==> src/rtl/foc_sample_frontend.sv <==
// rtl/foc_sample_frontend.sv - FOC acquisition front end: angle latch, SPI ADC reader, Q-format currents; optional macro FOC_FRONTEND_CALC_C_EN
module foc_sample_frontend #(
    parameter int D_WIDTH    = 16,
    parameter int ADC_BITS   = 12,
    parameter int CURR_SHIFT = 2,
    parameter int SCLK_DIV   = 4
) (
    input  logic               clk,
    input  logic               rst,
    input  logic               trigger,
    input  logic [15:0]        angle_in,
    input  logic               adc_miso,
    output logic               adc_sclk,
    output logic               adc_csn,
    output logic               adc_mosi,
    input  logic               ctrl_ready,
    output logic               valid_out,
    output logic [15:0]        angle_out,
    output logic [D_WIDTH-1:0] currA_out,
    output logic [D_WIDTH-1:0] currB_out,
    output logic [D_WIDTH-1:0] currC_out,
    output logic               busy,
    output logic [7:0]         overrun_cnt
);

    localparam logic [2:0] S_IDLE     = 3'd0;
    localparam logic [2:0] S_CS_SETUP = 3'd1;
    localparam logic [2:0] S_SHIFT    = 3'd2;
    localparam logic [2:0] S_CS_GAP   = 3'd3;
    localparam logic [2:0] S_PRESENT  = 3'd4;

`ifdef FOC_FRONTEND_CALC_C_EN
    // Phase C is reconstructed, so only A and B are read from the ADC
    localparam logic [1:0] LAST_CH = 2'd1;
`else
    localparam logic [1:0] LAST_CH = 2'd2;
`endif

    localparam int               DIV_W    = (SCLK_DIV > 1) ? $clog2(SCLK_DIV) : 1;
    localparam logic [DIV_W-1:0] DIV_LAST = DIV_W'(SCLK_DIV - 1);

    logic [2:0]                r_state;
    logic [DIV_W-1:0]          r_div;
    logic [3:0]                r_bit;
    logic [1:0]                r_ch;
    logic                      r_gap;
    logic [ADC_BITS-1:0]       r_shreg;
    logic [D_WIDTH-1:0]        r_hold_a;
    logic [D_WIDTH-1:0]        r_hold_b;
`ifdef FOC_FRONTEND_CALC_C_EN
`else
    logic [D_WIDTH-1:0]        r_hold_c;
`endif
    logic                      r_sclk;
    logic                      r_csn;
    logic                      r_mosi;
    logic                      r_valid;
    logic [15:0]               r_angle;
    logic [D_WIDTH-1:0]        r_curr_a;
    logic [D_WIDTH-1:0]        r_curr_b;
    logic [D_WIDTH-1:0]        r_curr_c;
    logic [7:0]                r_overrun;

    // Offset binary to two's complement is an MSB flip; then sign-extend and scale
    logic [ADC_BITS-1:0]       w_tc;
    logic signed [D_WIDTH-1:0] w_ext;
    logic [D_WIDTH-1:0]        w_conv;
    logic [1:0]                w_next_ch;

    assign w_tc      = {~r_shreg[ADC_BITS-1], r_shreg[ADC_BITS-2:0]};
    assign w_ext     = {{(D_WIDTH-ADC_BITS){w_tc[ADC_BITS-1]}}, w_tc};
    assign w_conv    = w_ext <<< CURR_SHIFT;
    assign w_next_ch = r_ch + 2'd1;

    // Acquisition sequencer: SPI framing, sample capture and frame presentation
    always_ff @(posedge clk) begin
        if (rst) begin
            r_state  <= S_IDLE;
            r_div    <= '0;
            r_bit    <= '0;
            r_ch     <= '0;
            r_gap    <= 1'b0;
            r_shreg  <= '0;
            r_hold_a <= '0;
            r_hold_b <= '0;
`ifdef FOC_FRONTEND_CALC_C_EN
`else
            r_hold_c <= '0;
`endif
            r_sclk   <= 1'b0;
            r_csn    <= 1'b1;
            r_mosi   <= 1'b0;
            r_valid  <= 1'b0;
            r_angle  <= '0;
            r_curr_a <= '0;
            r_curr_b <= '0;
            r_curr_c <= '0;
        end else begin
            case (r_state)
                S_IDLE: begin
                    if (trigger) begin
                        r_angle <= angle_in;
                        r_ch    <= 2'd0;
                        r_csn   <= 1'b0;
                        r_mosi  <= 1'b0;
                        r_state <= S_CS_SETUP;
                    end
                end
                S_CS_SETUP: begin
                    r_div   <= '0;
                    r_bit   <= '0;
                    r_sclk  <= 1'b0;
                    r_state <= S_SHIFT;
                end
                S_SHIFT: begin
                    if (r_div == DIV_LAST) begin
                        r_div <= '0;
                        if (!r_sclk) begin
                            // Rising SCLK: ADC data is already stable, sample it now
                            r_sclk  <= 1'b1;
                            r_shreg <= {r_shreg[ADC_BITS-2:0], adc_miso};
                        end else begin
                            r_sclk <= 1'b0;
                            if (r_bit == 4'd15) begin
                                r_csn   <= 1'b1;
                                r_mosi  <= 1'b0;
                                r_gap   <= 1'b0;
                                r_state <= S_CS_GAP;
                            end else begin
                                // Address word is {ch[1:0], 14'b0}, MSB first
                                r_bit  <= r_bit + 4'd1;
                                r_mosi <= (r_bit == 4'd0) ? r_ch[0] : 1'b0;
                            end
                        end
                    end else begin
                        r_div <= r_div + 1'b1;
                    end
                end
                S_CS_GAP: begin
                    if (!r_gap) begin
                        r_gap <= 1'b1;
                        if (r_ch == 2'd0) begin
                            r_hold_a <= w_conv;
                        end else if (r_ch == 2'd1) begin
                            r_hold_b <= w_conv;
                        end else begin
`ifdef FOC_FRONTEND_CALC_C_EN
`else
                            r_hold_c <= w_conv;
`endif
                        end
                    end else if (r_ch == LAST_CH) begin
                        // Outputs are only updated here, as one coherent frame
                        r_curr_a <= r_hold_a;
                        r_curr_b <= r_hold_b;
`ifdef FOC_FRONTEND_CALC_C_EN
                        r_curr_c <= -r_hold_a - r_hold_b;
`else
                        r_curr_c <= r_hold_c;
`endif
                        r_valid  <= 1'b1;
                        r_state  <= S_PRESENT;
                    end else begin
                        r_ch    <= w_next_ch;
                        r_csn   <= 1'b0;
                        r_mosi  <= w_next_ch[1];
                        r_state <= S_CS_SETUP;
                    end
                end
                S_PRESENT: begin
                    if (ctrl_ready) begin
                        r_valid <= 1'b0;
                        r_state <= S_IDLE;
                    end
                end
                default: begin
                    r_state <= S_IDLE;
                end
            endcase
        end
    end

    // Triggers outside IDLE are dropped and counted, saturating at 255
    always_ff @(posedge clk) begin
        if (rst) begin
            r_overrun <= '0;
        end else if (trigger && (r_state != S_IDLE) && (r_overrun != 8'hFF)) begin
            r_overrun <= r_overrun + 8'd1;
        end
    end

    assign adc_sclk    = r_sclk;
    assign adc_csn     = r_csn;
    assign adc_mosi    = r_mosi;
    assign valid_out   = r_valid;
    assign angle_out   = r_angle;
    assign currA_out   = r_curr_a;
    assign currB_out   = r_curr_b;
    assign currC_out   = r_curr_c;
    assign busy        = (r_state != S_IDLE);
    assign overrun_cnt = r_overrun;

endmodule

==> config.mk <==
export PLATFORM = sky130hd
export DESIGN_NAME = foc_sample_frontend
export DESIGN_NICKNAME = d
export VERILOG_FILES = /design/src/rtl/foc_sample_frontend.sv
export SDC_FILE = /design/constraint.sdc
export NUM_CORES = 1
export LEC_CHECK = 0
export CAP_MARGIN = 10
export CORE_MARGIN = 2
export CORE_UTILIZATION = 51
export CTS_CLUSTER_DIAMETER = 40
export DETAILED_ROUTE_END_ITERATION = 7
export PLACE_DENSITY = 0.9
export SYNTH_ARGS = -nofsm -noshare
export SYNTH_HDL_FRONTEND = slang
export SYNTH_SLANG_ARGS = --single-unit
==> constraint.sdc <==
create_clock -name clk -period 2.3 [get_ports clk]
set_clock_uncertainty 0.05 [all_clocks]
set_input_delay 0.23 -clock clk [delete_from_list [all_inputs] [get_ports clk]]
set_output_delay 0.23 -clock clk [all_outputs]
set_load 0.005 [all_outputs]
==> reports/qor.yml, run 1 <==
sta:
  rsz0062_at_grt: "false"
  finalCriticalPeriod_ns: 2.17
  max_slew_margin: 0.418
  max_freq_ghz: 0.461
  tns_ns: 0
  finalMaxSlewViolations: 0
  worst_pin_slew_ns: 0.873
  setup_viol: 0
  hold_viol_final: 0
  period_share: 0.942
power:
  p_leak_uw: 0.00242
  p_total_uw: 5090
  p_per_area_nw_per_um2: 792
  peakVddDrop_v: 0.000537
placement:
  dp_hpwl_mm: 7.56
  port_buffers: 91
  place.gp.congestion: 0.898
clock_network:
  insertion_delay_ns: 0.52
  cts-htree-levels: 4
  tritoncts: "done"
  clock_sinks: 124
  cts-root-buf: "clkbuf_8"
  hold_buffers: 0
  clkTransAtPathRegs_ns: 0.06
  numCtsBuffers: 17
  clock_path_buffers: 2
setup_path:
  required_ns: 2.02
  critPathKind: "flop to primary output"
  cp-start-kind: "flop"
  cp_cell_sequence: "buf_4 -> nor3_2 -> inv_1 -> clkdlybuf4s50_1"
  path_max_fanout: 11
  end_kind: "primary output"
  cp.arrival_ns: 1.89
  max_stage_delay_ns: 0.50
  crit_slowest_cell: "dfxtp_1"
floorplanning:
  initial_core_util: 0.531
  die_width_um: 103
  die_area_sq_um: 10500
  io_pins: 98
  die_h_um: 103
  rows: 35
  core_sq_um: 9330
flow_run:
  drv_cap: 0
logic_synthesis:
  synth_edf_count: 0
  yosysTopAreaCellShare: 0.501
  syn_area_per_cell_sq_um: 8.62
  synthArstFlopShare: 0
  synth_most_common_cell: "nand2_1"
  yosysTopAreaCell: "dfxtp_1"
  synth_area_sq_um: 4960
  syn_inst: 575
  synth_cell_types: 51
  ys_ff_latch: 124
  synthTopCellsByCount: "nand2_1 (128), dfxtp_1 (124), a21oi_1 (82), nor2_1 (51), mux2i_1 (38)"
  synth_area_leaders: "dfxtp_1 (50%), nand2_1 (9.7%), a21oi_1 (8.3%)"
  ys_warn_count: 0
  ys_seq_area_frac: 0.501
  synthFlopType: "dfxtp_1"
global_route:
  overflow: 0
  grt_pass1_wl_mm: 18.9
  grt_util_all_layers: 0.228
  grt_start_max_net_pins: 90
  antenna_found_initial: 0
  grt_pass1_vias: 4084
layout:
  final_nets: 677
  num_antenna_cells: 0
  drive_gt1_frac: 0.0785
  synthToLayoutAreaGrowth_pct: 29.8
  nFillCells: 717
route:
  wl_per_cell_um: 14.9
  vias: 4271
  wl_mm: 11.8
  drt_iter0_drc: 281
  postRouteAntennaNets: 0
  dr.pass1.iters: 5
  drc: 0
  viasPerCell: 5.40
outcome:
  status: "completed"
hold_path:
  hold_class: "input port to flop"
where the power goes:
group	internal [uW]	switching, uW
registers	2180	27.3
logic	130	139
clock network	1580	1040
timing repair:
item / 4_1_cts / 5_1_grt
resized for setup: 1 / 2
endpoints found under the setup margin: 1 / 1
setup buffers: 0 / 0
sequential cells by signal, indices dropped and copies added, names as in the netlist, 3 cells and up:
signal	count
angle_out	16
currA_out	12
currB_out	12
currC_out	12
r_hold_a	12
r_hold_b	12
r_hold_c	12
r_shreg	12
overrun_cnt	8
r_bit	4
r_state	3
layout make-up:
type	instances	area, sq um	area share
repair buffers	101	983	0.153
flip-flops and latches	124	2480	0.386
clock buffers	17	414	0.0644
well taps	129	161	0.0251
inverters	7	26.3	0.00408
multi-input cells	398	2190	0.340
clock inverters	15	176	0.0274
layout by cell type (no fill, tap or decap), types with 2 or more instances in the layout:
master | synthesis | routed
nor3_1 | 6 | 5
dfxtp_1 | 124 | 122
nand3_1 | 16 | 16
nand4b_1 | 2 | 2
inv_6 | 0 | 6
nor2b_1 | 3 | 3
clkinv_4 | 0 | 3
and3_1 | 4 | 4
inv_1 | 7 | 7
nand4bb_1 | 2 | 2
xor2_1 | 3 | 3
clkinvlp_4 | 0 | 2
o21ai_0 | 6 | 6
nand2_1 | 128 | 128
a2bb2oi_1 | 2 | 2
clkbuf_16 | 0 | 16
nor4_1 | 2 | 2
mux2i_1 | 38 | 38
nand4_1 | 3 | 3
a31oi_1 | 2 | 2
clkdlybuf4s50_1 | 0 | 90
nand2b_1 | 3 | 3
buf_4 | 15 | 11
nand3b_1 | 3 | 3
o31ai_1 | 5 | 5
o211ai_1 | 2 | 2
nor2_1 | 51 | 51
a21oi_1 | 82 | 82
ha_1 | 7 | 7
conb_1 | 1 | 6
o31a_1 | 2 | 2
bufinv_16 | 0 | 2
inv_8 | 0 | 2
dfxtp_2 | 0 | 2
path summary, 6_finish.rpt:
| check | startpoint | to | slack, ns | cells past startpoint |
|---|---|---|---|---|
| max reg2reg | r_state[1]$_SDFFE_PP0P_ | r_shreg[6]$_SDFFE_PP0P_ | 0.30 | 5 |
| min | angle_in[15] | angle_out[15]$_SDFFE_PP0P_ | 0.21 | 3 |
| min reg2reg | currA_out[9]$_SDFFE_PP0P_ | currA_out[9]$_SDFFE_PP0P_ | 0.41 | 2 |
| max | r_state[1]$_SDFFE_PP0P_ | busy | 0.13 | 4 |
worst max-delay path: cells and delay by family, from the launching register on:
family,cells,cell delay [ns]
flops,1,0.50
buf+inv,3,0.80
simple gates,1,0.06
logic make-up after synthesis:
| logic type | Yosys count | share of synthesized area |
|---|---|---|
| and+or+nand+nor | 238 | 0.218 |
| DFF | 124 | 0.501 |
| AOI/OAI and AO/OA | 106 | 0.118 |
| buffers and inverters | 58 | 0.0629 |
| muxes | 38 | 0.0767 |
| adders and majority gates | 7 | 0.0177 |
| xor gates and xnor gates | 3 | 0.00530 |
| other | 1 | 0.000757 |
per-layer routing:
metal | routed length (um) | global-route usage | vias to the layer above
met2 | 6010 | 0.400 | 148
met4 | 177 | 0.0913 | 0
met1 | 4920 | 0.263 | 2032
met5 | 0 | 0 | -
li1 | - | - | 2073
met3 | 678 | 0.0624 | 18
through the flow:
stage | instance area, sq um | utilization | hold WS (ns) | setup slack [ns] | instances
global placement | 5830 | 0.625 | 0.392 | 0.365 | 759
CTS | 6430 | 0.689 | 0.203 | 0.0754 | 791
floorplan | 4970 | - | 0.316 | 0.632 | 580
finish | 6430 | 0.690 | 0.215 | 0.133 | 791
detailed placement | 5830 | 0.625 | 0.397 | 0.285 | 759
global route | 6430 | 0.690 | 0.209 | 0.0519 | 791
Note: power is estimated with default switching activity, not from simulation.
==> run 2: changes to the inputs <==
--- a/config.mk
+++ b/config.mk
@@ -9,6 +9,7 @@
 export CORE_MARGIN = 2
 export CORE_UTILIZATION = 51
 export CTS_CLUSTER_DIAMETER = 40
+export CTS_CLUSTER_SIZE = 20
 export DETAILED_ROUTE_END_ITERATION = 7
 export PLACE_DENSITY = 0.9
 export SYNTH_ARGS = -nofsm -noshare
==> results of run 2 <==
Final layout, timing and power as in run 1 (identical DEF).
==> run 3: changes to the inputs <==
--- a/config.mk
+++ b/config.mk
@@ -6,6 +6,7 @@
 export NUM_CORES = 1
 export LEC_CHECK = 0
 export CAP_MARGIN = 10
+export CORE_ASPECT_RATIO = 1.75
 export CORE_MARGIN = 2
 export CORE_UTILIZATION = 51
 export CTS_CLUSTER_DIAMETER = 40
==> run 3 against run 2 <==
  * Total power fell by 0.65%
  * Global-route usage decreased by 1.1 points
  * Sequential power barely moved
  * Core utilization down 1.3 points
  * Sequential share of layout area rose by 0.17 points
  * Clock power decreased by 2%
  * Combinational power decreased by 3%
==> reports/qor.yml, run 3 (synthesized netlist as in run 1, its figures left out) <==
sta:
  finalMaxSlewViolations: 0
  max_freq_ghz: 0.485
  worst_pin_slew_ns: 0.821
  rsz0062_at_grt: "false"
  setup_viol: 0
  max_slew_margin: 0.452
  hold_viol_final: 0
  finalCriticalPeriod_ns: 2.06
  tns_ns: 0
  period_share: 0.896
placement:
  dp_hpwl_mm: 7.44
  dpl.cell_count: 749
  place.gp.congestion: 0.820
  port_buffers: 91
power:
  p_per_area_nw_per_um2: 790
  peakVddDrop_v: 0.000625
  comb_power_share: 0.052
  p_leak_uw: 0.00241
  p_int_uw: 4030
  clkPwrFrac: 0.510
  seq_power_share: 0.438
  p_switching_uw: 1030
  swShare: 0.204
setup_path:
  max_stage_delay_ns: 0.62
  reg2reg_depth: 4
  path_depth: 3
  required_ns: 2.02
  cp-endpoint: "busy"
  reg2reg_from: "r_state[0]$_SDFFE_PP0P_"
  cp.arrival_ns: 1.78
  crit_slowest_cell: "dfxtp_1"
  path_max_fanout: 17
  end_kind: "primary output"
  reg2reg_slack_ns: 0.26
  rr_endpoint: "r_hold_a[13]$_SDFFE_PP0P_"
  crit_start: "r_state[0]$_SDFFE_PP0P_"
  cp_top_family: "flip-flops"
  cp-start-kind: "flop"
  critPathKind: "flop to primary output"
  crit_buf_inv: 2
  cp_cell_sequence: "nor3_1 -> inv_1 -> clkdlybuf4s50_1"
clock_network:
  clkTransAtPathRegs_ns: 0.05
  hold_buffers: 0
  insertion_delay_ns: 0.40
  clock_sinks: 124
  numCtsBuffers: 17
  tritoncts: "done"
  cts-htree-levels: 4
  clock_path_buffers: 2
  cts-root-buf: "clkbuf_16"
route:
  dr.pass1.iters: 6
  postRouteAntennaNets: 0
  drt_iter0_drc: 238
  drc: 0
  viasPerCell: 5.39
  wl_per_cell_um: 14.3
  wl_mm: 11.1
  vias: 4201
floorplanning:
  io_pins: 98
  die_width_um: 78.5
  initial_core_util: 0.523
  die_area_sq_um: 10600
  core_sq_um: 9470
  rows: 47
  die_h_um: 134
layout:
  largest_reg_flops: 16
  finalNonFillerCells: 779
  layout_common_cells: "nand2_1 (128), dfxtp_1 (122), clkdlybuf4s50_1 (90)"
  drive_gt1_frac: 0.0670
  mostFrequentLayoutCell: "nand2_1"
  num_antenna_cells: 0
  synthToLayoutAreaGrowth_pct: 29.2
  final_nets: 674
global_route:
  grt_pass1_wl_mm: 18.3
  grt_util_all_layers: 0.217
  grt_pass1_vias: 4052
  antenna_found_initial: 0
  overflow: 0
  grt_start_max_net_pins: 80
outcome:
  status: "completed"
hold_path:
  hold_class: "input port to flop"
flow_run:
  drv_cap: 0
-- run 3: cell types whose count changed in the layout (fill, tap and decap cells not counted) --
cell	change
nor3_2	-1
clkbuf_1	+2
nor3_1	+1
clkbuf_8	+4
clkbuf_16	+1
buf_4	-4
inv_6	-6
clkinv_4	-3
clkinv_2	+2
inv_8	-2
buf_12	+1
-- run 3: power groups by stage --
| stage | Combinational (uW) | Sequential (uW) | Clock [uW] |
|---|---|---|---|
| 2_1_floorplan | 162 | 2250 | 0 |
| 3_3_place_gp | 251 | 2260 | 0 |
| 3_5_place_dp | 261 | 2260 | 0 |
| 4_1_cts | 263 | 2210 | 2620 |
| 5_1_grt | 287 | 2220 | 2720 |
| 6_report | 262 | 2220 | 2580 |
-- run 3: worst min path at each step --
stage	cells after the start	slack, ns	startpoint	end
CTS	3	0.31	angle_in[13]	angle_out[13]$_SDFFE_PP0P_
finish	3	0.33	angle_in[13]	angle_out[13]$_SDFFE_PP0P_
detailed placement	2	0.40	r_hold_c[13]$_SDFFE_PP0P_	currC_out[13]$_SDFFE_PP0P_
global placement	2	0.39	angle_out[3]$_SDFFE_PP0P_	angle_out[3]$_SDFFE_PP0P_
global route	3	0.32	angle_in[6]	angle_out[6]$_SDFFE_PP0P_
floorplan	2	0.32	angle_in[0]	angle_out[0]$_SDFFE_PP0P_
-- run 3: metrics by stage --
step | power (uW) | setup WS, ns | hold slack [ns] | area (sq um) | util
after CTS | 5100 | 0.0185 | 0.315 | 6400 | 0.676
after floorplan | 2410 | 0.632 | 0.316 | 4970 | -
after detailed placement | 2520 | 0.224 | 0.398 | 5820 | 0.614
after global placement | 2510 | 0.299 | 0.392 | 5820 | 0.614
after global routing | 5220 | 0.0368 | 0.320 | 6400 | 0.676
final | 5060 | 0.240 | 0.328 | 6400 | 0.676
-- run 3: layer usage --
layer	global-route usage	up-vias	part of all wire
met4	0.123	0	0.038
li1	-	2056	-
met2	0.376	152	0.52
met5	0	-	0
met3	0.0633	40	0.053
met1	0.233	1953	0.39
-- run 3: area by class of cell --
class	instances	area, sq um
fillers	707	3060
flip-flops and latches	124	2480
multi-input cells	398	2180
repair buffers	98	973
clock buffers	24	502
well taps	122	153
clock inverters	6	85.1
inverters	7	26.3
-- run 3: worst min-delay path, stage by stage --
cell	delay (ns)
clkdlybuf4s50_1	0.40
nand2_1	0.06
a21oi_1	0.05
-- run 3: repair_timing --
item | 4_1_cts | 5_1_grt
buffers inserted | 0 | 0
endpoints found under the setup margin | 0 | 2
gates resized for setup | 0 | 2
